$ cat src/rtl/car_motion_monitor.sv
// Power/motion state tracker for the simulated car: mileage accumulation while
// moving, blinking turn lights and a forward/backward conflict flag.
module car_motion_monitor #(
  parameter int MILE_TICKS  = 10000000,
  parameter int BLINK_TICKS = 50000000,
  parameter int MILEAGE_W   = 24
) (
  input  logic                 clk,
  input  logic                 rst,
  input  logic                 power_on,
  input  logic                 break_in,
  input  logic                 move_forward,
  input  logic                 move_backward,
  input  logic                 turn_left,
  input  logic                 turn_right,
  output logic                 powered,
  output logic [1:0]           moving_state,
  output logic [MILEAGE_W-1:0] mileage,
  output logic                 left_light,
  output logic                 right_light,
  output logic                 conflict
);

  localparam int TICK_W  = $clog2(MILE_TICKS);
  localparam int BLINK_W = $clog2(BLINK_TICKS);
  localparam logic [TICK_W-1:0]  TICK_LAST  = TICK_W'(MILE_TICKS - 1);
  localparam logic [BLINK_W-1:0] BLINK_LAST = BLINK_W'(BLINK_TICKS - 1);

  typedef enum logic [1:0] {
    ST_OFF  = 2'b00,
    ST_IDLE = 2'b01,
    ST_FWD  = 2'b10,
    ST_BWD  = 2'b11
  } state_t;

  typedef enum logic [1:0] {
    BL_NONE  = 2'b00,
    BL_LEFT  = 2'b01,
    BL_RIGHT = 2'b10
  } blink_t;

  state_t             state, state_next;
  blink_t             blink_dir, blink_req;
  logic [TICK_W-1:0]  tick_cnt;
  logic [BLINK_W-1:0] blink_cnt;
  logic               fwd_only, bwd_only;
  logic               moving_now, moving_next;
  logic               lights_enabled;

  assign fwd_only       = move_forward & ~move_backward;
  assign bwd_only       = move_backward & ~move_forward;
  assign moving_now     = (state == ST_FWD) || (state == ST_BWD);
  assign moving_next    = (state_next == ST_FWD) || (state_next == ST_BWD);
  assign lights_enabled = (state != ST_OFF) && (state_next != ST_OFF);
  assign moving_state   = state;

  // NOTE: every always_comb output gets a default first so no path can leave
  // it unassigned and infer a latch.
  always_comb begin
    state_next = state;
    if (state == ST_OFF) begin
      if (power_on) state_next = ST_IDLE;
    end else if (break_in) begin
      state_next = ST_OFF;
    end else begin
      unique case (state)
        ST_IDLE: begin
          if (fwd_only)      state_next = ST_FWD;
          else if (bwd_only) state_next = ST_BWD;
        end
        // Reversal never skips IDLE: anything but the held direction drops out.
        ST_FWD:  if (!fwd_only) state_next = ST_IDLE;
        ST_BWD:  if (!bwd_only) state_next = ST_IDLE;
        default: state_next = ST_OFF;
      endcase
    end
  end

  always_comb begin
    blink_req = BL_NONE;
    if (turn_left && !turn_right)      blink_req = BL_LEFT;
    else if (turn_right && !turn_left) blink_req = BL_RIGHT;
  end

  // NOTE: sequential state uses non-blocking assignments only, so every flop
  // samples pre-edge values regardless of statement order.
  always_ff @(posedge clk) begin
    if (rst) begin
      state       <= ST_OFF;
      powered     <= 1'b0;
      conflict    <= 1'b0;
      mileage     <= '0;
      tick_cnt    <= '0;
      blink_cnt   <= '0;
      blink_dir   <= BL_NONE;
      left_light  <= 1'b0;
      right_light <= 1'b0;
    end else begin
      state    <= state_next;
      powered  <= (state_next != ST_OFF);
      conflict <= lights_enabled && move_forward && move_backward;

      // Distance: a full MILE_TICKS run of uninterrupted motion earns one unit.
      if (!moving_next) begin
        tick_cnt <= '0;
      end else if (moving_now) begin
        if (tick_cnt == TICK_LAST) begin
          tick_cnt <= '0;
          if (mileage != {MILEAGE_W{1'b1}}) mileage <= mileage + 1'b1;
        end else begin
          tick_cnt <= tick_cnt + 1'b1;
        end
      end

      if (state == ST_OFF && power_on) mileage <= '0;

      if (!lights_enabled || blink_req == BL_NONE) begin
        blink_dir   <= BL_NONE;
        blink_cnt   <= '0;
        left_light  <= 1'b0;
        right_light <= 1'b0;
      end else if (blink_req != blink_dir) begin
        // New or switched direction restarts the phase with the light on.
        blink_dir   <= blink_req;
        blink_cnt   <= '0;
        left_light  <= (blink_req == BL_LEFT);
        right_light <= (blink_req == BL_RIGHT);
      end else if (blink_cnt == BLINK_LAST) begin
        blink_cnt <= '0;
        if (blink_dir == BL_LEFT) left_light  <= ~left_light;
        else                      right_light <= ~right_light;
      end else begin
        blink_cnt <= blink_cnt + 1'b1;
      end
    end
  end

endmodule
$ cat config.mk
export PLATFORM = sky130hd
export DESIGN_NAME = car_motion_monitor
export DESIGN_NICKNAME = d
export VERILOG_FILES = /design/src/rtl/car_motion_monitor.sv
export SDC_FILE = /design/constraint.sdc
export NUM_CORES = 1
export LEC_CHECK = 0
export CAP_MARGIN = 40
export CORE_MARGIN = 2
export CORE_UTILIZATION = 52
export CTS_CLUSTER_DIAMETER = 60
export CTS_CLUSTER_SIZE = 28
export DETAILED_ROUTE_END_ITERATION = 8
export GPL_ROUTABILITY_DRIVEN = 1
export GPL_TIMING_DRIVEN = 0
export PLACE_DENSITY = 0.76
export SLEW_MARGIN = 20
export SYNTH_ARGS = -nofsm -noshare
export SYNTH_HDL_FRONTEND = slang
export SYNTH_SLANG_ARGS = --single-unit
$ cat constraint.sdc
create_clock -name clk -period 2.03 [get_ports clk]
set_input_delay 0.406 -clock clk [delete_from_list [all_inputs] [get_ports clk]]
set_output_delay 0.406 -clock clk [all_outputs]
set_load 0.02 [all_outputs]
==> results by group, run 1 <==
Finish
  – Layout area overhead: 27.59%
  – Layout cells sized above 1: 19.96%
  – Final Util: 67.57%
  – Layout Nets: 534
  – Diodes inserted: 0
  – Post-Layout Cell Count: 628
  – Fillcell total: 603
  – Fin area: 0.005167 mm2

STA
  – Slew Limit Fails: 0
  – Worst clock skew: 0.004902 ns
  – Unrepaired setup endpoints after global routing: yes
  – Worst hold slack: 0.4707 ns
  – Min cycle time layout: 2.242 ns
  – Final Hold Fails: 0
  – Slew margin rel.: 57.38%
  – Setup violators final: 24
  – Final period utilization: 110.4%
  – F_max: 446.1 MHz
  – Setup ws final: -0.2118 ns
  – Actual slew at the worst max-slew pin: 0.6334 ns

Worst hold path
  – Hold Path End: blink_cnt[0]
  – Worst hold path depth: 1
  – Hold crit path type: reg2reg
  – Start point of the worst hold path: blink_cnt[0]

CTS
  – CTS clk-pin slew, worst paths: 0.09 ns
  – Clock Latency Late Sink: 0.36 ns
  – Post-cts hold buffer count: 0
  – Max clock buf depth: 2
  – CTS Buf Count: 9
  – CTS tree: done
  – Clk sinks: 82
  – Root Buffer: clkbuf_8
  – Number of H-tree levels: 3

Placement
  – PortBufs: 37
  – RePlAce Congestion: 0.8435
  – Dpl hpwl: 6586 um
  – DP Area: 0.004612 mm2
  – Dpl cells: 603

Power
  – Peak supply drop: 0.0005524 V
  – Static leakage: 1.681 nW
  – PD cells: 620.6 mW/mm2

Status
  – Failing checks: setup timing
  – Outcome: finished, violations left

Global route
  – GR peak layer: met2
  – All-layer global routing usage: 23.60%
  – GRT overflow: 0
  – Met3 Resource Use GR: 5.094%
  – Met2 global-route usage: 40.56%
  – Initial antenna violation count: 0
  – Vias in the first global route: 3505
  – Global-route wire length before repair: 16260 um
  – Met1 Usage GRT: 29.14%
  – Pin count of the biggest net entering global routing: 16

Synthesis
  – Syn Area/Cell: 8.767 um2
  – Xor/xnor share of the synthesized area: 10.38%
  – Netlist cell types: 55
  – Post-synthesis net count: 475
  – Synthesis-stage register bit count: 82
  – Mux cell area share after synthesis: 0.4943%
  – Compound-Gate Fraction of Synth Area: 10.23%
  – Asr flop ratio synth: 0%
  – Post-Synth Adder-Cell Area: 1.792%
  – Cell accounting for the most synthesized area: dfxtp_1
  – Syn Std Cell Area: 0.004050 mm2
  – Largest family of logic cells by synthesized area: simple AND/OR/NAND/NOR gates
  – Synth area leaders: dfxtp_1, xor2_1, nor2_1
  – Post-synth top flop: dfxtp_1
  – Ys Warns: 0
  – Synth top area share: 40.53%
  – Number of flops mapped to enable cells by yosys: 0
  – Sequential-to-total area share from yosys stat: 40.53%
  – Simple-gate share of the synthesized area: 32.10%
  – Cells after synthesis: 462

Drt
  – Via count: 3687
  – DR WL/cell: 16.04 um
  – Detail Route Antenna Nets: 0
  – DRT Pass-1 Iters: 5
  – 1st-iter DRT viols: 191
  – Vias per cell: 5.871
  – Drc violations: 0
  – Wirelength, routed: 10070 um

Setup path
  – Reg2reg start: tick_cnt[21]
  – RR Endpoint: mileage[11]
  – Worst EP required: 2.33 ns
  – R2R depth: 6
  – R2r setup slk: -0.21 ns
  – Critical path peak fanout: 5
  – CP startpoint kind: flip-flop
  – Endpoint class of the critical path: flip-flop
  – Setup CP Type: reg2reg
  – Data arrival, critical path: 2.54 ns

Floorplanning
  – Die footprint: 0.008511 mm2
  – Core area: 0.007647 mm2
  – I/O pin count: 38
  – Site Rows: 32
  – Die height: 92.26 um
  – Initial core utilization: 52.96%
  – Die W: 92.26 um

Run
  – Maximum Capacitance Violations: 0
logic make-up after synthesis:
family | count (synthesis)
compound gates | 64
xor+xnor | 48
fa+ha+maj | 6
buf+inv | 32
flops | 82
mux | 2
simple gates | 228
cells in the final DEF, fill, tap and decap left out, types with 3 or more instances in the layout:
cell type        instances
and4_1                   5
and2_1                   4
o21ai_0                  9
o31ai_1                  9
a21oi_2                  4
inv_1                   12
nand3_1                 30
nor4_1                   3
dfxtp_1                 66
o31ai_4                  3
clkdlybuf4s50_1         35
bufinv_16                3
clkbuf_1                 4
dfxtp_2                 12
or4_1                   17
and3_1                  10
and3_2                   3
nor2_1                  58
or4_4                    4
or3_1                    7
nand4_1                 21
nor4_4                   3
and4bb_2                 3
a21oi_1                 15
and4_2                   3
o21a_1                   4
buf_6                    3
nor3_1                   4
clkbuf_8                13
xnor2_1                 17
o211ai_1                 8
dfxtp_4                  4
nand2_1                 29
xor2_1                  31
buf_4                   14
buf_2                    3
repair_timing:
item | 4_1_cts | 5_1_grt
pin swaps | 13 | 7
gates cloned | 1 | 0
resized for setup | 35 | 31
setup endpoints to repair | 69 | 58
buffers inserted | 6 | 6
worst max path at each step:
stage                         start       endpoint  slack (ns)  cells after the start
floorplan           moving_state[1]    mileage[15]       -0.13                      7
CTS                     tick_cnt[1]    mileage[11]       -0.20                      7
finish                 tick_cnt[21]    mileage[11]       -0.21                      6
detailed placement        turn_left  blink_cnt[18]       -0.93                      9
global placement          turn_left  blink_cnt[10]       -0.90                      9
global route            tick_cnt[7]    mileage[11]       -0.25                      6
state kept, by name, summed over array words and instances (netlist names):
name,count
right_light,1
left_light,1
blink_cnt,26
tick_cnt,24
mileage,24
blink_dir,2
conflict,1
powered,1
moving_state,2
Yosys cell counts, types with 4 or more instances:
| cell | count |
|---|---|
| dfxtp_1 | 82 |
| nor2_1 | 58 |
| nand3_1 | 31 |
| xor2_1 | 31 |
| nand2_1 | 29 |
| nand4_1 | 21 |
| or4_1 | 20 |
| a21oi_1 | 19 |
| xnor2_1 | 17 |
| o31ai_1 | 13 |
| clkbuf_1 | 12 |
| inv_1 | 12 |
| and3_1 | 10 |
| o21ai_0 | 10 |
| nor3_1 | 8 |
| o211ai_1 | 8 |
| nor4_1 | 7 |
| or3_1 | 7 |
| and4_1 | 5 |
| ha_1 | 5 |
| and2_1 | 4 |
| clkbuf_8 | 4 |
| o21a_1 | 4 |
layout make-up:
class,instances,area (um2),share of cell area (%)
Buffer,16,143.9,2.785
Tap cell,102,127.6,2.470
Sequential cell,82,1672,32.35
Multi-Input combinational cell,348,2452,47.46
Timing Repair Buffer,52,479.2,9.274
Inverter,12,45.04,0.8717
Clock inverter,7,123.9,2.397
Clock buffer,9,123.9,2.397
metrics by stage:
stage | setup TNS (ns) | setup WS (ns) | power, mW
global placement | -48.86 | -0.8954 | 1.753
detailed placement | -50.59 | -0.9266 | 1.757
floorplan | -1.082 | -0.1282 | 1.708
finish | -2.739 | -0.2118 | 3.207
CTS | -2.434 | -0.1958 | 3.208
global route | -5.272 | -0.2499 | 3.291
routing by layer:
metal / up-vias / routed length (um)
li1: 1798 / -
met1: 1779 / 4302
met2: 93 / 5164
met3: 17 / 443
met4: 0 / 163
met5: - / 0
power breakdown:
part	switching [mW]	internal, mW	total (mW)
logic	0.0634	0.0510	0.114
clock network	0.648	0.831	1.48
registers	0.00674	1.61	1.61
total	0.718	2.49	3.21
critical path, cell delays in order, from the launching register on:
cell	delay [ns]
dfxtp_1	0.37
nor4b_4	0.29
nand3_2	0.15
or4_4	0.58
buf_6	0.15
or4_4	0.48
a21oi_2	0.15
Note: power is estimated with default switching activity, not from simulation.
==> run 2, diff against run 1 <==
CORE_MARGIN = not set   (was 2)
==> run 2 against run 1 <==
The run still ends with setup timing left. Non-clock buffer count rose by 3. Largest cell class unchanged. Largest power group unchanged. Die area decreased by 4.3%. Critical endpoint is now mileage[5]. Utilization rose by 2.0 points. Wire length about the same.
==> results by group, run 2 (synthesis results as in run 1) <==
Global route
  – All-layer global routing usage: 24.95% (+1.4 points)
  – GRT overflow: 0 (unchanged)
  – Initial antenna violation count: 0 (unchanged)
  – Global-route wire length before repair: 16420 um (+0.98%)
  – Pin count of the biggest net entering global routing: 14 (-2)
  – Vias in the first global route: 3490 (-0.43%)

Power
  – Static leakage: 1.671 nW (-0.60%)
  – PD cells: 566.8 mW/mm2 (-8.7%)
  – Peak supply drop: 0.0003706 V (-33%)
  – Total power: 2.921 mW (-8.9%)

STA
  – Final period utilization: 109.0% (-1.4 points)
  – Slew Limit Fails: 0 (unchanged)
  – Unrepaired setup endpoints after global routing: yes
  – Slew margin rel.: 36.93% (-20 points)
  – Final Hold Fails: 0 (unchanged)
  – Setup ws final: -0.1835 ns (+0.02822 ns)
  – Actual slew at the worst max-slew pin: 0.9461 ns (+0.3126 ns)
  – Setup violators final: 21 (-13%)
  – Min cycle time layout: 2.214 ns (-0.02822 ns)
  – Worst clock skew: 0.009695 ns (+0.004794 ns)
  – F_max: 451.8 MHz (+1.3%)
  – Worst hold slack: 0.4633 ns (-0.007422 ns)
  – Setup_tns: -2.326 ns (+0.4126 ns)

Setup path
  – Critical path peak fanout: 5 (unchanged)
  – CP startpoint kind: flip-flop
  – CP Cell Sequence: ha_4, and4_4, nand4_4, or4_4, buf_2, or4_1, a21oi_1
  – CP max-delay cell: or4_4
  – Slowest stage delay, CP: 0.54 ns (-0.04 ns)
  – Data arrival, critical path: 2.50 ns (-0.04 ns)
  – Endpoint class of the critical path: flip-flop
  – Worst EP required: 2.32 ns (about the same)
  – Setup CP Type: reg2reg

CTS
  – CTS Buf Count: 9 (unchanged)
  – Max clock buf depth: 2 (unchanged)
  – Root Buffer: clkbuf_8
  – CTS tree: done
  – CTS clk-pin slew, worst paths: 0.08 ns (about the same)
  – Clock Latency Late Sink: 0.36 ns (about the same)
  – Post-cts hold buffer count: 0 (unchanged)
  – Clk sinks: 82 (unchanged)
  – Number of H-tree levels: 3 (unchanged)

Finish
  – Post-Layout Cell Count: 629 (+0.16%)
  – Fillcell total: 589 (-2.3%)
  – Diodes inserted: 0 (unchanged)
  – Max reg flops: 26 (unchanged)
  – Layout cells sized above 1: 20.00% (+0.038 points)
  – Biggest register: blink_cnt
  – Layout area overhead: 27.22%
  – Largest regs: blink_cnt (26), mileage (24), tick_cnt (24)
  – Final Util: 69.55% (+2.0 points)
  – Layout Nets: 538 (+0.75%)
  – Most frequent cells in the layout: dfxtp_1, nor2_1, clkdlybuf4s50_1, xor2_1
  – Most common cell after layout, fill and taps aside: dfxtp_1

Floorplanning
  – Site Rows: 31 (-3.1%)
  – I/O pin count: 38 (unchanged)
  – Die height: 90.26 um (-2.2%)
  – Initial core utilization: 54.67% (+1.7 points)
  – Die W: 90.26 um (-2.2%)
  – Core area: 0.007408 mm2 (-3.1%)
  – Die footprint: 0.008146 mm2 (-4.3%)

Drt
  – DR WL/cell: 16.00 um (-0.23%)
  – Via count: 3707 (+0.54%)
  – DRT Pass-1 Iters: 4 (-1)
  – Vias per cell: 5.893 (+0.38%)
  – 1st-iter DRT viols: 258 (+35%)
  – Wirelength, routed: 10070 um (about the same)
  – Drc violations: 0 (unchanged)
  – Detail Route Antenna Nets: 0 (unchanged)

Status
  – Outcome: finished, violations left
  – Failing checks: setup timing

Run
  – Maximum Capacitance Violations: 0 (unchanged)

Placement
  – Dpl cells: 599 (-0.66%)
  – PortBufs: 37 (unchanged)
  – RePlAce Congestion: 0.8492 (+0.68%)
  – Dpl hpwl: 6431 um (-2.3%)

Worst hold path
  – Hold crit path type: reg2reg
[run 2: worst paths after layout]
path / start / to / slack [ns] / cells past startpoint
worst min register to register: blink_cnt[0] / blink_cnt[0] / 0.46 / 1
worst min-delay path: blink_cnt[0] / blink_cnt[0] / 0.46 / 1
worst max-delay path: tick_cnt[1] / mileage[5] / -0.18 / 7
worst max register to register: tick_cnt[1] / mileage[5] / -0.18 / 7
[run 2: power breakdown]
| group | leakage [nW] | internal [mW] | total (mW) | switching [mW] |
|---|---|---|---|---|
| logic | 0.898 | 0.0492 | 0.114 | 0.0646 |
| registers | 0.670 | 1.61 | 1.61 | 0.00669 |
| clock network | 0.103 | 0.598 | 1.19 | 0.595 |
| total | 1.67 | 2.25 | 2.92 | 0.666 |
[run 2: layout make-up]
type                    count  area, um2  share of cell area [%]
inverters                  12      45.04                  0.8742
multi-input cells         349       2471                   47.96
repair buffers             55      503.0                   9.762
well taps                  99      123.9                   2.404
clock inverters             5      53.80                   1.044
flip-flops and latches     82       1672                   32.44
plain buffers              16      142.6                   2.768
clock buffers              11      141.4                   2.744
[run 2: critical path, delay by kind of cell, from the launching register on]
kind	cells	cell delay, ns
AO/OA/AOI/OAI	1	0.14
adder cells (fa/ha/maj)	1	0.13
buffers and inverters	1	0.20
flip-flops	1	0.37
AND/OR/NAND/NOR	4	1.32
[run 2: through the flow]
step	setup slack (ns)	cell area, um2
after floorplan	-0.1282	4101
after global placement	-0.8524	4596
after detailed placement	-0.8933	4601
after CTS	-0.1705	5037
after global routing	-0.2786	5152
final	-0.1835	5152
[run 2: layer usage]
metal | track usage [%] | vias up | share of wire (%)
met1 | 31.25 | 1780 | 45
met4 | 10.75 | 0 | 2.0
met3 | 3.788 | 20 | 4.0
met5 | 0 | - | 0
met2 | 42.56 | 94 | 49
li1 | - | 1813 | -
[run 2: repair_timing]
item / CTS / global route
endpoints found under the setup margin: 69 / 65
buffers inserted: 13 / 2
gates resized for setup: 46 / 24
cloned: 2 / 0
pin swaps: 28 / 4
==> run 3, diff against run 2 <==
clock period = 1.8 ns   (was 2.03 ns; I/O delays follow)
==> run 3 against run 2 <==
The flow still finishes with violations (setup timing). Sequential power is 13% higher. Clock skew hardly changed. Global-route usage is 0.90 points lower. Maximum frequency is 0.76% higher. First-iteration DRC count is 53% lower. Non-clock buffer count is 8 higher. Worst setup slack worse by 0.21 ns. Via count is 0.65% higher. Final cell count is 1.1% higher. Cell area is 4.0% higher. Sequential share of layout area is 0.89 points lower.
==> results by group, run 3 (synthesis results as in run 1) <==
Placement
  – Dpl cells: 600 (+0.17%)
  – Dpl hpwl: 6357 um (-1.2%)
  – DP Area: 0.004668 mm2 (+1.5%)
  – RePlAce Congestion: 0.8163 (-3.9%)
  – PortBufs: 37 (unchanged)

Global route
  – GRT overflow: 0 (unchanged)
  – Global-route wire length before repair: 15960 um (-2.8%)
  – Initial antenna violation count: 0 (unchanged)
  – Vias in the first global route: 3455 (-1.0%)
  – All-layer global routing usage: 24.05% (-0.90 points)
  – Pin count of the biggest net entering global routing: 14 (unchanged)

Setup path
  – Data arrival, critical path: 2.48 ns (-0.02 ns)
  – R2r setup slk: -0.40 ns (-0.21 ns)
  – CP Cell Sequence: ha_4, and4_4, nand4_4, or4_4, buf_6, or4_1, a21oi_2
  – Slowest stage delay, CP: 0.51 ns (-0.03 ns)
  – Setup CP Type: reg2reg
  – Endpoint class of the critical path: flip-flop
  – CP max-delay cell: or4_4
  – CP startpoint kind: flip-flop
  – Worst EP required: 2.09 ns (-0.23 ns)
  – Critical path peak fanout: 10 (+5)

CTS
  – Post-cts hold buffer count: 0 (unchanged)
  – Root Buffer: clkbuf_8
  – Number of H-tree levels: 3 (unchanged)
  – CTS Buf Count: 9 (unchanged)
  – CTS clk-pin slew, worst paths: 0.08 ns (about the same)
  – Clk sinks: 82 (unchanged)
  – Clock Latency Late Sink: 0.36 ns (about the same)
  – Max clock buf depth: 2 (unchanged)
  – CTS tree: done

Drt
  – Drc violations: 0 (unchanged)
  – Via count: 3731 (+0.65%)
  – Wirelength, routed: 9871 um (-1.9%)
  – DRT Pass-1 Iters: 4 (unchanged)
  – Detail Route Antenna Nets: 0 (unchanged)
  – DR WL/cell: 15.52 um (-3.0%)
  – 1st-iter DRT viols: 122 (-53%)
  – Vias per cell: 5.866 (-0.46%)

Finish
  – Largest regs: blink_cnt (26), mileage (24), tick_cnt (24)
  – Max reg flops: 26 (unchanged)
  – Diodes inserted: 0 (unchanged)
  – Most frequent cells in the layout: dfxtp_1, nor2_1, xor2_1, nand3_1, nand2_1
  – Fin area: 0.005358 mm2 (+4.0%)
  – Post-Layout Cell Count: 636 (+1.1%)
  – Layout cells sized above 1: 27.37% (+7.4 points)
  – Register cell area after layout: 0.001690 mm2 (+1.1%)
  – Most common cell after layout, fill and taps aside: dfxtp_1
  – Layout area overhead: 32.28%
  – Fillcell total: 565 (-4.1%)
  – Biggest register: blink_cnt
  – Multi-input gate area: 0.002559 mm2 (+3.5%)
  – Layout Nets: 545 (+1.3%)

STA
  – Worst hold slack: 0.4624 ns (-0.0009480 ns)
  – Setup_tns: -7.761 ns (-5.434 ns)
  – Setup ws final: -0.3969 ns (-0.2134 ns)
  – Setup violators final: 44 (+110%)
  – Worst clock skew: 0.009995 ns (+0.0002994 ns)
  – Final period utilization: 122.1% (+13 points)
  – Slew margin rel.: 60.07% (+23 points)
  – Unrepaired setup endpoints after global routing: yes
  – Actual slew at the worst max-slew pin: 0.5944 ns (-0.3517 ns)
  – Final Hold Fails: 0 (unchanged)
  – F_max: 455.2 MHz (+0.76%)
  – Slew Limit Fails: 0 (unchanged)
  – Min cycle time layout: 2.197 ns (-0.01663 ns)

Floorplanning
  – Site Rows: 31 (unchanged)
  – I/O pin count: 38 (unchanged)
  – Core area: 0.007408 mm2 (unchanged)
  – Initial core utilization: 54.67% (unchanged)
  – Die height: 90.26 um (unchanged)
  – Die footprint: 0.008146 mm2 (unchanged)
  – Die W: 90.26 um (unchanged)

Power
  – Clock Power Share: 41.4% (+0.5 points)
  – Gate power share: 4.1% (+0.2 points)
  – Seq pwr share: 54.5% (-0.7 points)
  – Static leakage: 1.931 nW (+16%)
  – Total power: 3.333 mW (+14%)
  – Sw Pwr: 747.3 uW (+12%)
  – Switching share of power: 22.42% (-0.38 points)
  – Int Pwr: 2.585 mW (+15%)
  – Peak supply drop: 0.0004126 V (+11%)
  – PD cells: 622.0 mW/mm2 (+9.7%)

Worst hold path
  – Hold crit path type: in2reg

Status
  – Failing checks: setup timing
  – Outcome: finished, violations left

Run
  – Maximum Capacitance Violations: 0 (unchanged)
run 3: cell types whose count changed in the layout (fill, tap and decap cells not counted), moves of 4 or more:
cell / previous run / this run
clkdlybuf4s50_1: 34 / 20
buf_4: 14 / 27
dfxtp_1: 66 / 57
dlygate4sd2_1: 2 / 10
dfxtp_2: 12 / 18
dlymetal6s2s_1: 0 / 6
a21oi_1: 17 / 13
a21oi_2: 2 / 6
nor2_1: 58 / 54
nor2_2: 0 / 4
run 3: path summary, 6_finish.rpt:
| path | cells after the start | endpoint | from |
|---|---|---|---|
| min | 4 | left_light | turn_left |
| min reg2reg | 1 | blink_cnt[0] | blink_cnt[0] |
| max | 7 | mileage[15] | tick_cnt[1] |
| max reg2reg | 7 | mileage[15] | tick_cnt[1] |
run 3: critical path, delay by kind of cell (launching register included):
kind                     cells  cell delay [ns]
adder cells (fa/ha/maj)      1             0.13
AND/OR/NAND/NOR              4             1.36
AO/OA/AOI/OAI                1             0.13
buffers and inverters        1             0.16
flip-flops                   1             0.37
run 3: cell type report:
type,instances,area share (%)
Multi-Input combinational cell,348,47.76
Timing Repair Buffer,64,10.67
Inverter,12,0.8407
Clock inverter,4,0.9341
Tap cell,99,2.312
Clock buffer,12,2.896
Sequential cell,82,31.55
Buffer,15,3.036
run 3: power groups by stage:
| stage | clock, mW | sequential (mW) | combinational, mW |
|---|---|---|---|
| 3_3_place_gp | 0 | 1.87 | 0.120 |
| 4_1_cts | 1.39 | 1.82 | 0.132 |
| 6_report | 1.38 | 1.82 | 0.136 |
| 5_1_grt | 1.48 | 1.82 | 0.146 |
| 3_5_place_dp | 0 | 1.87 | 0.124 |
| 2_1_floorplan | 0 | 1.87 | 0.0641 |
run 3: through the flow:
step | utilization (%) | setup WS (ns)
CTS | 69.04 | -0.4093
global route | 72.32 | -0.4685
floorplan | - | -0.3582
finish | 72.32 | -0.3969
detailed placement | 63.01 | -0.8706
global placement | 62.84 | -0.8569
run 3: repair_timing:
| action | 4_1_cts | 5_1_grt |
|---|---|---|
| endpoints found under the setup margin | 75 | 74 |
| endpoints found under the hold margin | 0 | 0 |
| pin swaps | 18 | 16 |
| gates resized for setup | 56 | 54 |
| buffers inserted | 13 | 12 |
| gates cloned | 0 | 0 |
run 3: metal layers:
layer / up-vias / GRT usage, % / routed length, um
met5: - / 0 / 0
li1: 1825 / - / -
met2: 82 / 40.39 / 4949
met4: 0 / 10.08 / 185
met1: 1811 / 30.58 / 4421
met3: 13 / 3.956 / 314
